[src/rtl/sr_input_sequencer.sv]
// Button-to-pulse sequencer for the gate-level SR latch: sync, debounce, edge-detect, then S/R pulse FSM.
// Build option: define SR_SEQ_DEBOUNCE_EN to include the per-button debounce counters.
module sr_input_sequencer #(
  parameter int DEBOUNCE_CYCLES = 4,
  parameter int PULSE_CYCLES    = 2
) (
  input  logic clk,
  input  logic rst,
  input  logic btn_set,
  input  logic btn_rst,
  output logic S,
  output logic R,
  output logic busy,
  output logic q_expect,
  output logic conflict,
  output logic overrun
);

  if (DEBOUNCE_CYCLES < 1 || DEBOUNCE_CYCLES > 255) begin : g_deb_range
    $error("DEBOUNCE_CYCLES must be in 1..255");
  end
  if (PULSE_CYCLES < 1 || PULSE_CYCLES > 255) begin : g_pulse_range
    $error("PULSE_CYCLES must be in 1..255");
  end

  typedef enum logic [2:0] {
    ST_RESET,
    ST_INIT,
    ST_IDLE,
    ST_DRIVE_S,
    ST_DRIVE_R,
    ST_GUARD
  } state_t;

  // Channel 0 is the set button, channel 1 the reset button.
  logic [1:0] btn_raw;
  logic [1:0] req;

  assign btn_raw = {btn_rst, btn_set};

  genvar gi;
  generate
    for (gi = 0; gi < 2; gi++) begin : g_chan
      logic sync1_reg;
      logic sync2_reg;
      logic deb;
      logic deb_prev_reg;

      always_ff @(posedge clk) begin
        if (rst) begin
          sync1_reg    <= 1'b0;
          sync2_reg    <= 1'b0;
          deb_prev_reg <= 1'b0;
        end else begin
          sync1_reg    <= btn_raw[gi];
          sync2_reg    <= sync1_reg;
          deb_prev_reg <= deb;
        end
      end

`ifdef SR_SEQ_DEBOUNCE_EN
      logic       deb_reg;
      logic [7:0] cnt_reg;

      // The level only moves after DEBOUNCE_CYCLES consecutive mismatching samples.
      always_ff @(posedge clk) begin
        if (rst) begin
          deb_reg <= 1'b0;
          cnt_reg <= 8'd0;
        end else if (sync2_reg != deb_reg) begin
          if (cnt_reg == 8'(DEBOUNCE_CYCLES - 1)) begin
            deb_reg <= sync2_reg;
            cnt_reg <= 8'd0;
          end else begin
            cnt_reg <= cnt_reg + 8'd1;
          end
        end else begin
          cnt_reg <= 8'd0;
        end
      end

      assign deb = deb_reg;
`else
      assign deb = sync2_reg;
`endif

      assign req[gi] = deb & ~deb_prev_reg;
    end
  endgenerate

  state_t     state_reg;
  state_t     state_next;
  logic [7:0] pcnt_reg;
  logic [7:0] pcnt_next;

  always_comb begin
    state_next = state_reg;
    pcnt_next  = pcnt_reg;
    case (state_reg)
      ST_RESET: begin
        state_next = ST_INIT;
        pcnt_next  = 8'd0;
      end
      ST_INIT, ST_DRIVE_S, ST_DRIVE_R: begin
        if (pcnt_reg == 8'(PULSE_CYCLES - 1)) begin
          state_next = ST_GUARD;
          pcnt_next  = 8'd0;
        end else begin
          pcnt_next = pcnt_reg + 8'd1;
        end
      end
      ST_IDLE: begin
        pcnt_next = 8'd0;
        if (req[0] && !req[1]) begin
          state_next = ST_DRIVE_S;
        end else if (req[1] && !req[0]) begin
          state_next = ST_DRIVE_R;
        end
      end
      ST_GUARD: begin
        state_next = ST_IDLE;
      end
      default: begin
        state_next = ST_RESET;
        pcnt_next  = 8'd0;
      end
    endcase
  end

  // Outputs are decoded from the next state so they line up with the state they describe.
  always_ff @(posedge clk) begin
    if (rst) begin
      state_reg <= ST_RESET;
      pcnt_reg  <= 8'd0;
      S         <= 1'b0;
      R         <= 1'b0;
      busy      <= 1'b0;
      q_expect  <= 1'b0;
      conflict  <= 1'b0;
      overrun   <= 1'b0;
    end else begin
      state_reg <= state_next;
      pcnt_reg  <= pcnt_next;
      S         <= (state_next == ST_DRIVE_S);
      R         <= (state_next == ST_DRIVE_R) || (state_next == ST_INIT);
      busy      <= (state_next == ST_INIT) || (state_next == ST_DRIVE_S) ||
                   (state_next == ST_DRIVE_R) || (state_next == ST_GUARD);
      if (state_next == ST_GUARD) begin
        q_expect <= (state_reg == ST_DRIVE_S);
      end
      conflict  <= (state_reg == ST_IDLE) && req[0] && req[1];
      overrun   <= (state_reg != ST_IDLE) && (req[0] || req[1]);
    end
  end

endmodule

[config.mk]
export PLATFORM = sky130hd
export DESIGN_NAME = sr_input_sequencer
export DESIGN_NICKNAME = d
export VERILOG_FILES = /design/src/rtl/sr_input_sequencer.sv
export SDC_FILE = /design/constraint.sdc
export NUM_CORES = 1
export LEC_CHECK = 0
export ABC_AREA = 1
export BUFFER_PORTS_ARGS = -buffer_cell sky130_fd_sc_hd__buf_2
export CAP_MARGIN = 10
export CORE_AREA = 5 5 58 49
export CTS_BUF_LIST = sky130_fd_sc_hd__clkbuf_8 sky130_fd_sc_hd__clkbuf_16
export CTS_CLUSTER_DIAMETER = 100
export DETAILED_ROUTE_END_ITERATION = 7
export DIE_AREA = 0 0 63 54
export GPL_TIMING_DRIVEN = 0
export PLACE_DENSITY_LB_ADDON = 0.05
export SYNTH_ARGS = -nofsm -noshare
export SYNTH_HDL_FRONTEND = slang
export SYNTH_SLANG_ARGS = --single-unit
[constraint.sdc]
create_clock -name clk -period 1.2 [get_ports clk]
set_input_delay 0.24 -clock clk [delete_from_list [all_inputs] [get_ports clk]]
set_output_delay 0.24 -clock clk [all_outputs]
set_load 0.005 [all_outputs]
==> results.toml <==
[yosys]
synthXorXnorAreaFrac_pct = 0
synthTopCellsByArea = "dfxtp_1 (44%), nor2_1 (10%), nand2_1 (10%)"
netlist_area_um2 = 1049
yosysTopAreaCell = "dfxtp_1"
yosysSeqAreaShare_pct = 43.91
ys_warn_count = 0
synth_compound_area_share_pct = 9.547
synth_top_family_by_area = "simple AND/OR/NAND/NOR gates"
ys_ff_latch = 23
synthesis.nets = 156
yosys.area_share.simple_pct = 34.84
avgSynthCellArea_um2 = 6.990
synthAdderAreaFrac_pct = 2.387
synth_top_area_share_pct = 43.91
muxShareOfSynthArea_pct = 0
synth_cells = 150
synth_cell_types = 21

[sta]
maxSlewViolCount = 0
period_needed_ns = 1.306
fmax_mhz = 765.8
setup_viol = 13
tns_ns = -0.5744
setup_slack_ns = -0.1058
rsz0062_at_grt = "true"
finalHoldViolations = 0
clock_skew_ns = 0.006048
tightest_slew_ns = 0.5249
timing.hold.ws_ns = 0.1769
finalCritPeriodShare_pct = 108.8
relSlewSlack_pct = 65.00

[clock_network]
cts_hold_buffers = 0
clockBufferDepth = 2
htree_levels = 1
clock_latency_ns = 0.26
cts_buffers = 3
cts_tree = "built"
clockRootBuffer = "clkbuf_8"
cts.sinks = 23
clk_pin_slew_ns = 0.08

[die]
die_area_um2 = 3402
die_x_um = 63
num_rows = 16
pin_count = 10
start_util_pct = 45.54
core_area_um2 = 2302
die_h_um = 54

[global_route]
grt_start_max_net_pins = 13
grt_overflow = 0
grt_pass1_wl_um = 3905
antenna_found_initial = 0
grt_use_total_pct = 14.71
grt_pass1_vias = 916

[drt]
vias = 981
firstDrtPassIters = 4
avgRoutedWirePerCell_um = 11.93
drtIter0Drc = 42
ant_nets = 0
wirelength_um = 2338
vias_per_cell = 5.005
drc = 0

[cells_and_area]
antenna_cells = 0
layout_commonest_cell = "nor2_1"
nets = 176
areaGrowthSynthToFinish_pct = 28.28
largest_register_ffs = 8
final_cell_mix = "nor2_1 (23), nand2_1 (22), dfxtp_1 (17), inv_1 (17)"
final-instance-count-excl-fill = 196
drive_above_1_share_pct = 36.09

[run_status]
violations = "setup timing"
status = "complete, but fails checks"

[critical_path]
start_kind = "register"
crit_type = "reg -> reg"
worstPathMaxFanout = 4
crit_required_ns = 1.40
worstSetupEndpointType = "register"
crit_arrival_ns = 1.50

[power]
p_total_mw = 1.737
leakagePower_nw = 0.6186
irDropWorstVdd_mv = 1.166
power_density_nw_per_um2 = 1292

[worst_hold_path]
hold_class = "in -> reg"

[place]
dp_cells = 185
place.gp.congestion = 0.7912
io_buffers = 8
dpl.hpwl_um = 1564
post-place-ws_ns = -0.1373

[run]
max_cap_viol_count = 0
synthesized netlist by cell type:
| cell type | count |
|---|---|
| nor2_1 | 29 |
| nand2_1 | 28 |
| dfxtp_1 | 23 |
| inv_1 | 19 |
| nand3_1 | 11 |
| a21oi_1 | 7 |
| inv_2 | 5 |
| nand2_2 | 4 |
| o21ai_1 | 4 |
| o21ai_0 | 3 |
| a211oi_1 | 2 |
| and3_1 | 2 |
| clkbuf_1 | 2 |
| ha_1 | 2 |
| nand3_2 | 2 |
| nor3_2 | 2 |
| a21oi_2 | 1 |
| and3_2 | 1 |
| nor2_2 | 1 |
| nor3_1 | 1 |
| o22ai_1 | 1 |
final timing paths:
path,from,to,slack [ns],cells after the start
hold reg to reg,g_chan[0].sync1_reg,g_chan[0].deb,0.41,2
setup / recovery,pcnt_reg[1],R,-0.11,10
hold / removal,btn_rst,g_chan[1].sync1_reg,0.18,3
setup reg to reg,pcnt_reg[1],R,-0.11,10
kinds of logic after synthesis:
kind of cell,Yosys count
simple gates,81
buf+inv,26
fa+ha+maj,2
flops,23
compound gates,18
worst max-delay path, stage by stage (launching register included):
cell and delay, ns:
dfxtp_4 0.37, inv_4 0.06, ha_4 0.13, nand2_2 0.05, nor2_2 0.08, nand2_2 0.09
nand2_2 0.09, nand2_4 0.06, nand2_4 0.10, nand3_2 0.07, a21oi_2 0.13
layout make-up:
class	count	area, um^2
buffer	2	7.507
inverter	24	92.59
tap	27	33.78
multi-input combinational	101	598.1
clock inverter	1	3.754
fill	209	957.2
sequential	23	475.5
timing repair buffer	15	92.59
clock buffer	3	41.29
report_power, final:
group          total (mW)  internal (mW)  switching, mW  leakage, nW
clock network       0.475          0.228          0.246       0.0269
registers           0.866          0.817         0.0490        0.191
logic               0.397          0.171          0.226        0.400
what timing repair did:
action,4_1_cts,5_1_grt
buffers inserted,5,2
pin swaps,7,5
endpoints found under the setup margin,12,15
gates resized for setup,15,18
through the flow:
stage / cell area, um^2 / utilization, %
after global placement: 1145 / 49.73
after detailed placement: 1145 / 49.73
final: 1345 / 58.42
after CTS: 1275 / 55.38
after floorplan: 1071 / -
after global routing: 1345 / 58.42
routing by layer:
metal	GRT usage, %	part of all wire, %	up-vias
met3	4.384	4.7	2
met5	0	0	-
met4	2.827	0.34	0
met2	25.09	48	20
li1	-	-	509
met1	18.67	47	450
Note: power is estimated with default switching activity, not from simulation.
